**src/rtl/yutorina_pkg.sv**
```systemverilog
// rtl/yutorina_pkg.sv - shared GPR/word types and constants for the operand stage
package yutorina_pkg;

   localparam int GPR_NUM    = 32;
   localparam int GPR_ADDR_W = $clog2(GPR_NUM);

   typedef logic [31:0]           WordDataBus;
   typedef logic [GPR_ADDR_W-1:0] GprAddrBus;

   localparam GprAddrBus GPR_ZERO = 5'd0;

endpackage

```
**src/rtl/yutorina_fwd_mux.sv**
```systemverilog
// rtl/yutorina_fwd_mux.sv - single-operand bypass select, EX > MEM > WB > GPR
module yutorina_fwd_mux
   import yutorina_pkg::*;
#(
   parameter int DATA_W = $bits(WordDataBus),
   parameter int ADDR_W = $bits(GprAddrBus)
) (
   input  logic              i_use,
   input  logic [ADDR_W-1:0] i_rs,
   input  logic [DATA_W-1:0] i_gpr_data,
   input  logic [ADDR_W-1:0] i_ex_rd,
   input  logic              i_ex_we,
   input  logic              i_ex_is_load,
   input  logic [DATA_W-1:0] i_ex_result,
   input  logic [ADDR_W-1:0] i_mem_rd,
   input  logic              i_mem_we,
   input  logic [DATA_W-1:0] i_mem_result,
   input  logic [ADDR_W-1:0] i_wb_rd,
   input  logic              i_wb_we,
   input  logic [DATA_W-1:0] i_wb_data,
   output logic [DATA_W-1:0] o_operand,
   output logic              o_ex_hit
);

   logic w_is_zero;
   logic w_ex_hit;
   logic w_mem_hit;
   logic w_wb_hit;

   assign w_is_zero = (i_rs == ADDR_W'(GPR_ZERO));
   assign w_ex_hit  = i_use && i_ex_we  && (i_ex_rd  == i_rs) && !w_is_zero;
   assign w_mem_hit = i_use && i_mem_we && (i_mem_rd == i_rs) && !w_is_zero;
   assign w_wb_hit  = i_use && i_wb_we  && (i_wb_rd  == i_rs) && !w_is_zero;

   // A load in EX has no data yet; the top stalls, so EX is skipped here.
   always_comb begin
      o_operand = i_gpr_data;
      if (w_is_zero) begin
         o_operand = '0;
      end else if (w_ex_hit && !i_ex_is_load) begin
         o_operand = i_ex_result;
      end else if (w_mem_hit) begin
         o_operand = i_mem_result;
      end else if (w_wb_hit) begin
         o_operand = i_wb_data;
      end
   end

   assign o_ex_hit = w_ex_hit;

endmodule

```
**src/rtl/yutorina_operand_stage.sv**
```systemverilog
// rtl/yutorina_operand_stage.sv - operand fetch with forwarding, load-use stall and ID/EX register
module yutorina_operand_stage
   import yutorina_pkg::*;
#(
   parameter int DATA_W = $bits(WordDataBus),
   parameter int ADDR_W = $bits(GprAddrBus)
) (
   input  logic              clk,
   input  logic              rst,
   input  logic              in_valid,
   output logic              in_ready,
   input  logic [ADDR_W-1:0] in_rs0,
   input  logic [ADDR_W-1:0] in_rs1,
   input  logic              in_use0,
   input  logic              in_use1,
   input  logic [ADDR_W-1:0] in_rd,
   input  logic              in_rd_we,
   input  logic              in_is_load,
   output logic [ADDR_W-1:0] gpr_addr0,
   output logic [ADDR_W-1:0] gpr_addr1,
   input  logic [DATA_W-1:0] gpr_data0,
   input  logic [DATA_W-1:0] gpr_data1,
   input  logic [ADDR_W-1:0] ex_rd,
   input  logic              ex_we,
   input  logic              ex_is_load,
   input  logic [DATA_W-1:0] ex_result,
   input  logic [ADDR_W-1:0] mem_rd,
   input  logic              mem_we,
   input  logic [DATA_W-1:0] mem_result,
   input  logic [ADDR_W-1:0] wb_rd,
   input  logic              wb_we,
   input  logic [DATA_W-1:0] wb_data,
   input  logic              flush,
   output logic              out_valid,
   input  logic              out_ready,
   output logic [DATA_W-1:0] out_op0,
   output logic [DATA_W-1:0] out_op1,
   output logic [ADDR_W-1:0] out_rd,
   output logic              out_rd_we,
   output logic              out_is_load
);

   logic [DATA_W-1:0] w_op0;
   logic [DATA_W-1:0] w_op1;
   logic              w_ex_hit0;
   logic              w_ex_hit1;
   logic              w_hazard;
   logic              w_adv;

   logic              r_out_valid;
   logic [DATA_W-1:0] r_out_op0;
   logic [DATA_W-1:0] r_out_op1;
   logic [ADDR_W-1:0] r_out_rd;
   logic              r_out_rd_we;
   logic              r_out_is_load;

   assign gpr_addr0 = in_rs0;
   assign gpr_addr1 = in_rs1;

   yutorina_fwd_mux #(.DATA_W(DATA_W), .ADDR_W(ADDR_W)) u_fwd0 (
      .i_use        (in_use0),
      .i_rs         (in_rs0),
      .i_gpr_data   (gpr_data0),
      .i_ex_rd      (ex_rd),
      .i_ex_we      (ex_we),
      .i_ex_is_load (ex_is_load),
      .i_ex_result  (ex_result),
      .i_mem_rd     (mem_rd),
      .i_mem_we     (mem_we),
      .i_mem_result (mem_result),
      .i_wb_rd      (wb_rd),
      .i_wb_we      (wb_we),
      .i_wb_data    (wb_data),
      .o_operand    (w_op0),
      .o_ex_hit     (w_ex_hit0)
   );

   yutorina_fwd_mux #(.DATA_W(DATA_W), .ADDR_W(ADDR_W)) u_fwd1 (
      .i_use        (in_use1),
      .i_rs         (in_rs1),
      .i_gpr_data   (gpr_data1),
      .i_ex_rd      (ex_rd),
      .i_ex_we      (ex_we),
      .i_ex_is_load (ex_is_load),
      .i_ex_result  (ex_result),
      .i_mem_rd     (mem_rd),
      .i_mem_we     (mem_we),
      .i_mem_result (mem_result),
      .i_wb_rd      (wb_rd),
      .i_wb_we      (wb_we),
      .i_wb_data    (wb_data),
      .o_operand    (w_op1),
      .o_ex_hit     (w_ex_hit1)
   );

   // Load data only exists once the load reaches MEM, so a consumer waits one cycle.
   assign w_hazard = in_valid && ex_is_load && (w_ex_hit0 || w_ex_hit1);
   assign w_adv    = !r_out_valid || out_ready;
   assign in_ready = w_adv && !w_hazard && !flush;

   always_ff @(posedge clk) begin
      if (rst) begin
         r_out_valid   <= 1'b0;
         r_out_op0     <= '0;
         r_out_op1     <= '0;
         r_out_rd      <= '0;
         r_out_rd_we   <= 1'b0;
         r_out_is_load <= 1'b0;
      end else if (flush) begin
         r_out_valid   <= 1'b0;
      end else if (w_adv) begin
         r_out_valid   <= in_valid && !w_hazard;
         r_out_op0     <= w_op0;
         r_out_op1     <= w_op1;
         r_out_rd      <= in_rd;
         r_out_rd_we   <= in_rd_we;
         r_out_is_load <= in_is_load;
      end
   end

   assign out_valid   = r_out_valid;
   assign out_op0     = r_out_op0;
   assign out_op1     = r_out_op1;
   assign out_rd      = r_out_rd;
   assign out_rd_we   = r_out_rd_we;
   assign out_is_load = r_out_is_load;

endmodule

```
**config.mk**
```make
export PLATFORM = sky130hd
export DESIGN_NAME = yutorina_operand_stage
export DESIGN_NICKNAME = d
export VERILOG_FILES = /design/src/rtl/yutorina_pkg.sv /design/src/rtl/yutorina_fwd_mux.sv /design/src/rtl/yutorina_operand_stage.sv
export SDC_FILE = /design/constraint.sdc
export NUM_CORES = 1
export LEC_CHECK = 0
export CORE_MARGIN = 4
export CORE_UTILIZATION = 35
export DETAILED_ROUTE_END_ITERATION = 10
export HOLD_SLACK_MARGIN = 0.08
export PLACE_DENSITY = 0.74
export SYNTH_ARGS = -nofsm -noshare
export SYNTH_HDL_FRONTEND = slang
export SYNTH_SLANG_ARGS = --single-unit
```
**constraint.sdc**
```tcl
create_clock -name clk -period 2.35 [get_ports clk]
set_input_delay 0.3525 -clock clk [delete_from_list [all_inputs] [get_ports clk]]
set_output_delay 0.3525 -clock clk [all_outputs]
set_load 0.02 [all_outputs]
```
# ---- After elaboration in Yosys (flattened, before gate mapping)
# Index checks and enable logic that the tools add are counted.
# Widths: inputs -> output; s select.
dict set report word_totals {
  out_inout_bits 83
  regBits 72
  word_cells 58
  input_bits 203
}
dict set report classes {
  bitwise_logic 1
  eq_ne 6
  n_mux 8
  reduce_logical 37
}
# op n
set ops {}
lappend ops {{$mux 32} 8}
lappend ops {{$eq 5x5->1} 6}
lappend ops {{$logic_and 1x1->1} 25}
lappend ops {{$logic_not 5->1} 2}
lappend ops {{$logic_not 1->1} 6}
lappend ops {{$logic_or 1x1->1} 2}
lappend ops {{$reduce_and 2->1} 1}
lappend ops {{$reduce_or 2->1} 1}
lappend ops {{$not 1->1} 1}

# ---- Logic depth before layout (Yosys ltp)
# Gate-level depths: netlist (run 1).
dict set report logic_depth {
  ltp_word 8
  depth_mapped 9
  depth_no_buf 6
}

# ---- By module
# A second synthesis (run 1) with hierarchy kept.
dict set report unflattened {
  cells_unflattened 691
  hier_area_um2 5899.4
}
# mod area_per_inst_um2 cells_each seq_area_each_um2 instances
set by_module_without_submodules {}
lappend by_module_without_submodules {yutorina_operand_stage 3382.0 323 1441.4 1}
lappend by_module_without_submodules {yutorina_fwd_mux 1258.7 184 0.0 2}

# ---- Worst setup path before layout (run 1)
# No wires, ideal clock.
dict set report synth_path {
  path_kind {input port to flip-flop}
  startpoint {in in_rs1[0]}
  endpoint {reg r_out_op1[0], in the netlist out_op1[0]}
  cell_stages 7
  slack_ns 0.242
  t_required_ns 2.263
  setup_ns 0.087
  t_arrival_ns 2.022
  path_buffers 1
  path_cell_list {or4_4 > o2111ai_1 > nor2_2 > buf_2 > mux2i_1 > a211o_1 > a221oi_2}
}
dict set report synth_via {
  elab_chain_cells 7
  word_cells_on_any_way 16
}
# item line
set synth_rtl {}
lappend synth_rtl {{start, declared} yutorina_operand_stage.sv:13} ;# input logic [ADDR_W-1:0] in_rs1,
lappend synth_rtl {{$eq 5x5->1 or $logic_not 5->1 (tied branches)} {yutorina_fwd_mux.sv:33, yutorina_fwd_mux.sv:30}}
lappend synth_rtl {{$logic_and 1x1->1 or $logic_not 1->1 (tied branches)} {yutorina_fwd_mux.sv:33, yutorina_fwd_mux.sv:31, yutorina_fwd_mux.sv:32}}
lappend synth_rtl {{$logic_and 1x1->1} yutorina_fwd_mux.sv:33} ;# assign w_wb_hit = i_use && i_wb_we && (i_wb_rd == i_rs) && !w_is_zero;
lappend synth_rtl {{$mux 32} yutorina_fwd_mux.sv:44} ;# end else if (w_wb_hit) begin
lappend synth_rtl {{$mux 32} yutorina_fwd_mux.sv:42} ;# end else if (w_mem_hit) begin
lappend synth_rtl {{$mux 32} yutorina_fwd_mux.sv:40} ;# end else if (w_ex_hit && !i_ex_is_load) begin
lappend synth_rtl {{$mux 32 (*)} yutorina_fwd_mux.sv:38} ;# if (w_is_zero) begin
lappend synth_rtl {{end signal, assigned} yutorina_operand_stage.sv:114} ;# r_out_op1 <= w_op1;
lappend synth_rtl {{end, declared} yutorina_operand_stage.sv:52} ;# logic [DATA_W-1:0] r_out_op1;
# Mark *: on every way between the ends. The rest lies on a longest branch, timed or not.
# A chain may end at the register's enable or synchronous reset.

# ---- Final worst setup path (run 1)
dict set report layout_path {
  startpoint {in in_rs0[0]}
  endpoint {out in_ready}
}
dict set report layout_via {
  elab_chain_cells 8
  word_cells_on_any_way 10
}
# item line
set layout_rtl {}
lappend layout_rtl {{start, declared} yutorina_operand_stage.sv:12} ;# input logic [ADDR_W-1:0] in_rs0,
lappend layout_rtl {{$eq 5x5->1 or $logic_not 5->1 (tied branches)} {yutorina_fwd_mux.sv:31, yutorina_fwd_mux.sv:30}}
lappend layout_rtl {{$logic_and 1x1->1 or $logic_not 1->1 (tied branches)} yutorina_fwd_mux.sv:31} ;# assign w_ex_hit = i_use && i_ex_we && (i_ex_rd == i_rs) && !w_is_zero;
lappend layout_rtl {{$logic_and 1x1->1 (*)} yutorina_fwd_mux.sv:31}
lappend layout_rtl {{$logic_or 1x1->1 (*)} yutorina_operand_stage.sv:97} ;# assign w_hazard = in_valid && ex_is_load && (w_ex_hit0 || w_ex_hit1);
lappend layout_rtl {{$logic_and 1x1->1 (*)} yutorina_operand_stage.sv:97}
lappend layout_rtl {{$logic_not 1->1 (*)} yutorina_operand_stage.sv:99} ;# assign in_ready = w_adv && !w_hazard && !flush;
lappend layout_rtl {{$logic_and 1x1->1 (*) (2 in series)} yutorina_operand_stage.sv:99}
lappend layout_rtl {{end, declared} yutorina_operand_stage.sv:11} ;# output logic in_ready,
# Marks and branches as above.

==> results.yml, run 1 <==
outcome:
  status: "complete, no violations"
hold_path:
  min_from: "rst"
  hold_path.class: "in -> reg"
  hold_depth: 2
  min_to: "out_is_load$_SDFFE_PP0P_"
yosys:
  ys_ff_latch: 72
  ys.flop_type: "dfxtp_1"
  ys_types: 37
  yosys.area.top_type: "dfxtp_1"
  yosys.area_share.simple_pct: 16.5
  syn_inst: 604
  synth_area_leaders: "dfxtp_1, a221oi_2, nand2_1, mux2i_1, a211o_1"
  synth_adder_area_share_pct: 0
  ys_seq_area_share_pct: 28.9
  yosys.area.top_type_share_pct: 28.9
  syn_avg_cell_area_um2: 8.27
  synthMuxAreaShare_pct: 13.6
  synth_compound_area_share_pct: 29.5
  synthArstFlopShare_pct: 0
  synth_warnings: 0
  syn_area_um2: 5000
  syn_nets: 807
  synth-xor-area-share_pct: 5.26
  synth_top_family_by_area: "compound AO/OA/AOI/OAI gates"
  synth_edf_count: 0
clocking:
  numClockSinks: 72
  cts_max_level: 3
  clk_latency_ps: 340
  cts_root_buf: "clkbuf_16"
  cts_buffers: 9
  cts_hold_buf: 0
  tritoncts: "yes"
  path_clk_slew_ps: 60
  cts_buffer_depth: 2
flow_run:
  max_cap_viol_count: 0
critical_path:
  arrival_ps: 1960
  path_cells: "clkdlybuf4s50_1, buf_4, xnor2_1, nand4_1, nor4_2, o21ai_1, o21a_1, buf_4"
  critPathKind: "in -> out"
  crit_start: "in_rs0[0]"
  slowest_delay_ps: 440
  cp-start-kind: "input port"
  cp_num_buf_inv: 3
  critPathSlowestCell: "clkdlybuf4s50_1"
  crit_family: "buffers and inverters"
  crit_path_end_kind: "primary output"
  crit_fanout: 3
  worst_r2r_path_depth: 6
  crit_top_cell: "buf_4"
  r2r-end: "out_op0[22]$_SDFFE_PP0P_"
  crit_required_ps: 2000
  rrSetupSlack_ps: 400
  r2r-start: "out_valid$_SDFFE_PP0N_"
pwr:
  p_sw_mw: 1.09
  p_sw_share_pct: 27.8
  seq_power_share_pct: 34.0
  p_int_mw: 2.84
  powerDensity_nw_per_um2: 432
  ir_drop_v: 0.000310
  p_leak_nw: 3.42
  p_clk_share_pct: 35.4
  pwr-share-comb_pct: 30.5
global_routing:
  grt_antenna_before_repair: 0
  grt_max_degree: 65
  grt_pass1_wl_mm: 32.7
  grt_pass1_vias: 5993
  gr-total-overflow: 0
  grt.total_usage_pct: 25.6
floorplan:
  rows: 43
  die_y_um: 127
  start_util_pct: 35.9
  ios: 286
  core_um2: 13900
  die_x_um: 127
  die_area_um2: 16200
layout:
  layout_commonest_cell: "clkdlybuf4s50_1"
  final_cell_mix: "clkdlybuf4s50_1, nand2_1, dfxtp_1"
  final_nets: 1121
  final_area_um2: 9100
  final_layout_size_suffix_gt1_share_pct: 17.2
  area_growth_pct: 82.1
  antennaDiodeCount: 0
placement:
  port-buffer-count: 285
  routabilityCongestion: 0.836
  postPlaceCellArea_um2: 8490
  dpl.hpwl_mm: 15.1
routing:
  vias: 5796
  drc: 0
  avgViaCountPerCell: 5.25
  totalWireLength_mm: 21.5
  firstDrtPassIters: 5
  wl_per_cell_um: 19.5
  dr.first_iter.drc_count: 330
  ant_nets: 0
timing:
  whs_ps: 389
  rsz0062_at_grt: "true"
  fin_skew_ps: 5.25
  tightest_slew_ps: 987
  final_hold_viol_count: 0
  maxSlewViolCount: 0
  fin_crit_ps: 2320
  min_period_over_period_pct: 98.6
  slew_headroom_pct: 34.1
  setup_viol: 0
  fmax_mhz: 432
==> through the flow <==
stage                     power [mW]  setup slack (ps)  std cells  util, %  setup TNS, ps
final                           3.93              32.9       1103     65.3              0
after global routing            4.09             -22.3       1103     65.3          -40.9
after CTS                       3.95             -37.5       1099     64.6          -37.5
after detailed placement        2.53              -656       1075     60.9         -33520
after global placement          2.52              -623       1075     60.9         -31250
after floorplan                 1.82               242        604        -              0
==> state kept, by name, summed over array words and instances, names as in the netlist <==
name / cells
out_op1: 32
out_op0: 32
out_rd: 5
out_is_load: 1
out_valid: 1
out_rd_we: 1
==> layout make-up <==
cell class	count	area, um^2
fillers	1176	4840
repair buffers	362	3760
multi-input cells	471	3370
flip-flops and latches	72	1440
clock buffers	11	243
well taps	180	225
clock inverters	5	56.3
inverters	2	7.51
==> metal layers <==
| layer | global-route usage (%) | wire (um) | vias up |
|---|---|---|---|
| li1 | - | - | 2808 |
| met1 | 31.3 | 8580 | 2722 |
| met2 | 44.2 | 10800 | 238 |
| met3 | 6.15 | 1690 | 28 |
| met4 | 8.14 | 393 | 0 |
| met5 | 0 | 0 | - |
==> how the worst max path moves through the flow <==
stage                                         end  slack, ps  cells after the start
after global placement                   in_ready       -620                      7
after detailed placement                 in_ready       -660                      7
after floorplan           out_op1[0]$_SDFFE_PP0P_        240                      7
after global routing                     in_ready        -20                      8
after CTS                                in_ready        -40                      7
final                                    in_ready         30                      8
==> cells by family after synthesis <==
logic type | after synthesis
flops | 72
compound gates | 176
simple gates | 201
xor+xnor | 30
buf+inv | 61
mux | 64
==> Yosys cell counts, types with 4 or more instances <==
master and n:
a21boi_0 30, o211ai_1 32, buf_2 10, mux2i_1 32, buf_6 4, mux2_1 14
a211o_1 32, nor2_1 68, nand4_1 4, mux2_2 18, nor3_1 4, dfxtp_1 72
xor2_1 10, a21oi_1 8, o21ai_1 13, xnor2_1 20, nand2_1 112, buf_4 11
a221oi_1 4, a221oi_2 28, clkbuf_1 34, o21ai_0 23
==> power by group through the flow <==
stage	logic [mW]	registers [mW]	clock network, mW
finish	1.20	1.34	1.39
global route	1.28	1.35	1.47
CTS	1.19	1.34	1.42
detailed placement	1.17	1.36	0
global placement	1.16	1.36	0
floorplan	0.368	1.45	0
==> repair_timing <==
action / in CTS / in global routing
buffers inserted: 4 / 5
pin swaps: 7 / 13
endpoints found under the setup margin: 65 / 44
cloned: 4 / 0
resized for setup: 21 / 14
(Power assumes the default switching activity.)
==> inputs of run 2 (changes only) <==
--- a/config.mk
+++ b/config.mk
@@ -9,7 +9,7 @@
 export CORE_UTILIZATION = 35
 export DETAILED_ROUTE_END_ITERATION = 10
 export HOLD_SLACK_MARGIN = 0.08
-export PLACE_DENSITY = 0.74
+export PLACE_DENSITY = 0.75
 export SYNTH_ARGS = -nofsm -noshare
 export SYNTH_HDL_FRONTEND = slang
 export SYNTH_SLANG_ARGS = --single-unit
==> results.yml, run 2 (synthesis gave the netlist of run 1 again) <==
global_routing:
  grt.total_usage_pct: 24.9
  grt_pass1_vias: 5744
  gr-total-overflow: 0
  grt_antenna_before_repair: 0
  use_met1_pct: 30.6
  grt_max_degree: 33
  gr-max-usage-layer: "met2"
  met2_usage_pct: 42.3
  use_met3_pct: 6.23
  grt_pass1_wl_mm: 31.8
critical_path:
  critPathSlowestCell: "clkdlybuf4s50_1"
  r2r-end: "out_op0[4]$_SDFFE_PP0P_"
  cp_num_buf_inv: 2
  critPathKind: "in -> out"
  slowest_delay_ps: 500
  crit_family: "buffers and inverters"
  r2r-start: "out_valid$_SDFFE_PP0N_"
  worst_r2r_path_depth: 6
  crit_required_ps: 2000
  path_cells: "clkdlybuf4s50_1, xnor2_1, nand4_1, nor4_4, o21ai_2, o21a_1, buf_6"
  crit_fanout: 2
  cp-start-kind: "input port"
  rrSetupSlack_ps: 450
  crit_path_end_kind: "primary output"
  cp.depth: 7
  arrival_ps: 1930
clocking:
  cts_buffers: 9
  cts_root_buf: "clkbuf_16"
  clk_latency_ps: 350
  cts_buffer_depth: 2
  cts_max_level: 3
  numClockSinks: 72
  path_clk_slew_ps: 60
  tritoncts: "yes"
timing:
  tightest_slew_ps: 955
  fmax_mhz: 438
  min_period_over_period_pct: 97.1
  final_hold_viol_count: 0
  maxSlewViolCount: 0
  whs_ps: 453
  fin_crit_ps: 2280
  slew_headroom_pct: 36.2
  fin_skew_ps: 8.37
  final.setup.tns_ps: 0
  setup_viol: 0
  worst_slack_ps: 67.3
floorplan:
  start_util_pct: 35.9
  die_area_um2: 16200
  die_x_um: 127
  ios: 286
  rows: 43
  core_um2: 13900
  die_y_um: 127
placement:
  pre_cts_ws_ps: -587
  dpl.hpwl_mm: 15.3
  port-buffer-count: 285
  routabilityCongestion: 0.874
hold_path:
  min_to: "out_is_load$_SDFFE_PP0P_"
  min_from: "out_is_load$_SDFFE_PP0P_"
  hold_depth: 2
  hold_path.class: "reg -> reg"
routing:
  vias: 5810
  totalWireLength_mm: 21.2
  avgViaCountPerCell: 5.34
  ant_nets: 0
  wl_per_cell_um: 19.5
  drc: 0
  firstDrtPassIters: 5
  dr.first_iter.drc_count: 383
pwr:
  p_clk_share_pct: 39.3
  pwr-share-comb_pct: 28.5
  p_int_mw: 3.04
  seq_power_share_pct: 32.2
  powerDensity_nw_per_um2: 461
  p_sw_share_pct: 26.7
  ir_drop_v: 0.000311
  p_sw_mw: 1.11
  p_leak_nw: 3.41
layout:
  final_nets: 1107
  final_layout_size_suffix_gt1_share_pct: 16.2
  layout_commonest_cell: "clkdlybuf4s50_1"
  post-route-util_pct: 64.5
  antennaDiodeCount: 0
  area_growth_pct: 80.0
  final_cell_mix: "clkdlybuf4s50_1, nand2_1, dfxtp_1"
outcome:
  status: "complete, no violations"
flow_run:
  max_cap_viol_count: 0
## run 2: changes by cell type in the layout (fill, tap and decap cells not counted), sizes merged
cell | previous run | this run
clkbuf | 11 | 13
clkinvlp | 1 | 0
clkinv | 3 | 2
dlygate4sd2 | 4 | 0
buf | 77 | 61
clkdlybuf4s50 | 274 | 271
dlymetal6s2s | 5 | 12
bufinv | 1 | 3
## run 2: worst reg2reg max path: cells and delay by family, from the launching register on
kind / cells / cell delay, ps
AO/OA/AOI/OAI: 1 / 150
buffers and inverters: 1 / 160
flip-flops: 1 / 320
AND/OR/NAND/NOR: 4 / 1170
## run 2: cell type report
cell class	instances	area, um^2
Tap cell	180	225
Clock inverter	5	104
Sequential cell	72	1440
Inverter	2	7.51
Clock buffer	11	243
Timing Repair Buffer	348	3610
Multi-Input combinational cell	471	3360
Fill cell	1197	4940
## run 2: worst max-delay path by stage
stage / slack (ps) / start / endpoint
after CTS: -30 / in_rs1[0] / out_op1[4]$_SDFFE_PP0P_
after global routing: -30 / ex_rd[4] / in_ready
final: 70 / ex_rd[4] / in_ready
after floorplan: 240 / in_rs1[0] / out_op1[0]$_SDFFE_PP0P_
after detailed placement: -590 / in_rs0[2] / in_ready
after global placement: -570 / in_rs0[0] / in_ready
## run 2: power groups by stage
stage / registers, mW / logic [mW] / clock network [mW]
6_report: 1.34 / 1.18 / 1.63
5_1_grt: 1.34 / 1.25 / 1.70
4_1_cts: 1.34 / 1.17 / 1.65
3_5_place_dp: 1.36 / 1.15 / 0
3_3_place_gp: 1.36 / 1.14 / 0
2_1_floorplan: 1.45 / 0.368 / 0
## run 2: routing by layer
layer  part of all wire, %  vias up
met1                    40     2726
met4                   2.7        0
li1                      -     2778
met2                    48      263
met5                     0        -
met3                   8.5       43
## run 2: what timing repair did
| item | 4_1_cts | 5_1_grt |
|---|---|---|
| buffers inserted | 2 | 4 |
| resized for setup | 13 | 29 |
| setup endpoints to repair | 33 | 63 |
| pin swaps | 0 | 15 |
| cloned | 2 | 2 |
| hold buffers | 0 | 0 |
## run 2: metrics by stage
step,area [um^2],std cells,power (mW)
floorplan,5000,604,1.82
global placement,8340,1063,2.50
detailed placement,8340,1063,2.51
CTS,8800,1083,4.15
global route,8990,1089,4.30
finish,8990,1089,4.14
==> inputs of run 3 (changes only) <==
--- a/config.mk
+++ b/config.mk
@@ -5,11 +5,12 @@
 export SDC_FILE = /design/constraint.sdc
 export NUM_CORES = 1
 export LEC_CHECK = 0
+export ABC_AREA = 1
 export CORE_MARGIN = 4
 export CORE_UTILIZATION = 35
 export DETAILED_ROUTE_END_ITERATION = 10
 export HOLD_SLACK_MARGIN = 0.08
-export PLACE_DENSITY = 0.75
+export PLACE_DENSITY = 0.67
 export SYNTH_ARGS = -nofsm -noshare
 export SYNTH_HDL_FRONTEND = slang
 export SYNTH_SLANG_ARGS = --single-unit
==> results.yml, run 3 <==
yosys:
  synth.most_common_cell: "nand2_1"
  synth_edf_count: 0
  synth_area_leaders: "nand2_1, dfxtp_1, nand3_1, inv_1, a21oi_1"
  syn_nets: 1531
  synthMuxAreaShare_pct: 0
  yosys.area.top_type_share_pct: 26.2
  ys_ff_latch: 72
  synth-xor-area-share_pct: 0
  syn_inst: 1328
  synth_commonest_cells: "nand2_1, nand3_1, inv_1"
  synth_compound_area_share_pct: 5.62
  ys_types: 21
  ys_seq_area_share_pct: 20.8
  syn_avg_cell_area_um2: 5.23
  synth_warnings: 0
  synth_adder_area_share_pct: 0
  synth_top_family_by_area: "simple AND/OR/NAND/NOR gates"
  yosys.area.top_type: "nand2_1"
  yosys.area_share.simple_pct: 49.8
  syn_area_um2: 6940
  synthArstFlopShare_pct: 0
  ys.flop_type: "dfxtp_1"
clocking:
  path_clk_slew_ps: 70
  numClockSinks: 72
  post_cts_buffers: 0
  cts_root_buf: "clkbuf_16"
  clk_latency_ps: 350
  cts_resized: 12
  cts_max_level: 3
  tritoncts: "yes"
  cts_hold_buf: 0
  cts_buffers: 9
  cts_buffer_depth: 2
hold_path:
  hold_path.class: "in -> reg"
  min_from: "rst"
routing:
  dr.first_iter.drc_count: 558
  totalWireLength_mm: 29.2
  wl_per_cell_um: 15.6
  ant_nets: 0
  firstDrtPassIters: 6
  avgViaCountPerCell: 4.84
  drc: 0
  vias: 9092
layout:
  final_layout_size_suffix_gt1_share_pct: 9.37
  antennaDiodeCount: 0
  layout_commonest_cell: "nand2_1"
  area_growth_pct: 53.1
  final_cell_mix: "nand2_1, clkdlybuf4s50_1, nand3_1"
  post-route-util_pct: 54.6
  final_nets: 1810
critical_path:
  crit_start: "in_rs0[3]"
  crit_top_cell: "nand2_1"
  crit_path_end_kind: "primary output"
  crit_required_ps: 2000
  rrSetupSlack_ps: 630
  critPathKind: "in -> out"
  arrival_ps: 1880
  crit_fanout: 4
  r2r-start: "out_valid$_SDFFE_PP0N_"
  critPathSlowestCell: "clkdlybuf4s50_1"
  slowest_delay_ps: 470
  cp-start-kind: "input port"
  path_cells: "clkdlybuf4s50_1, inv_2, nand2_1, nand2_1, nor2_1, nand2_1, nor2_4, or2_2, a21oi_1, buf_4"
floorplan:
  die_area_um2: 22200
  die_y_um: 149
  rows: 51
  core_um2: 19500
  start_util_pct: 35.7
  die_x_um: 149
  ios: 286
placement:
  port-buffer-count: 285
  pre_cts_ws_ps: -467
  routabilityCongestion: 0.897
  dpl.hpwl_mm: 21.7
timing:
  setup_viol: 0
  final_hold_viol_count: 0
  worst_slack_ps: 113
  fmax_mhz: 447
  tightest_slew_ps: 826
  slew_headroom_pct: 44.9
  maxSlewViolCount: 0
  min_period_over_period_pct: 95.2
  rsz0062_at_grt: "false"
  whs_ps: 385
  fin_crit_ps: 2240
  final.setup.tns_ps: 0
  fin_skew_ps: 8.19
global_routing:
  grt.total_usage_pct: 25.8
  grt_antenna_before_repair: 0
  gr-total-overflow: 0
  grt_pass1_vias: 8661
  grt_max_degree: 72
  grt_pass1_wl_mm: 45.9
pwr:
  p_clk_share_pct: 36.1
  p_int_mw: 2.97
  p_sw_share_pct: 32.1
  ir_drop_v: 0.000316
  powerDensity_nw_per_um2: 411
  pwr-share-comb_pct: 33.2
  p_leak_nw: 5.77
  seq_power_share_pct: 30.7
  finalPower_mw: 4.37
  p_sw_mw: 1.40
outcome:
  status: "complete, no violations"
flow_run:
  max_cap_viol_count: 0
[run 3: changes by cell type in the layout (fill, tap and decap cells not counted), moves of 18 or more]
cell      delta
a211o_1     -32
a21boi_0    -30
a21oi_1     +62
a221oi_2    -30
inv_1      +251
inv_2       +40
mux2_2      -18
mux2i_1     -31
nand2_1    +373
nand3_1    +259
nor2_1      -44
o211ai_1    -32
xnor2_1     -20
[run 3: final timing paths]
check / cells after the start / end
setup / recovery: 10 / in_ready
hold / removal: 2 / out_op1[28]$_SDFFE_PP0P_
setup reg to reg: 11 / out_op1[3]$_SDFFE_PP0P_
hold reg to reg: 2 / out_op0[20]$_SDFFE_PP0P_
[run 3: cells by family after synthesis]
logic type,count (synthesis)
compound gates,78
buf+inv,383
flops,72
simple gates,795
[run 3: area by class of cell]
type / instances / area [um^2]
repair buffers: 353 / 3550
fillers: 2021 / 8840
clock buffers: 10 / 239
flip-flops and latches: 72 / 1440
well taps: 265 / 332
clock inverters: 6 / 90.1
multi-input cells: 873 / 3850
inverters: 298 / 1120
[run 3: per-stage QoR]
step / cell area (um^2) / instances
CTS: 10600 / 1877
global placement: 10300 / 1861
floorplan: 6940 / 1328
finish: 10600 / 1877
detailed placement: 10300 / 1861
global route: 10600 / 1877
[run 3: worst max-delay path, delay by kind of cell]
kind | cells | cell delay (ps)
buffers and inverters | 3 | 740
AOI/OAI and AO/OA | 1 | 140
and+or+nand+nor | 6 | 650
[run 3: power groups by stage]
stage | Sequential (mW) | Clock (mW) | Combinational, mW
floorplan | 1.46 | 0 | 0.579
global placement | 1.37 | 0 | 1.44
detailed placement | 1.37 | 0 | 1.45
CTS | 1.34 | 1.59 | 1.45
global route | 1.35 | 1.64 | 1.58
finish | 1.34 | 1.58 | 1.45
[run 3: routing by layer]
metal | part of all wire [%] | vias up | wire, um | track usage [%]
met2 | 47 | 412 | 13700 | 43.5
li1 | - | 4528 | - | -
met1 | 42 | 4099 | 12400 | 33.5
met5 | 0 | - | 0 | 0
met4 | 2.6 | 0 | 762 | 9.06
met3 | 8.4 | 53 | 2450 | 4.35
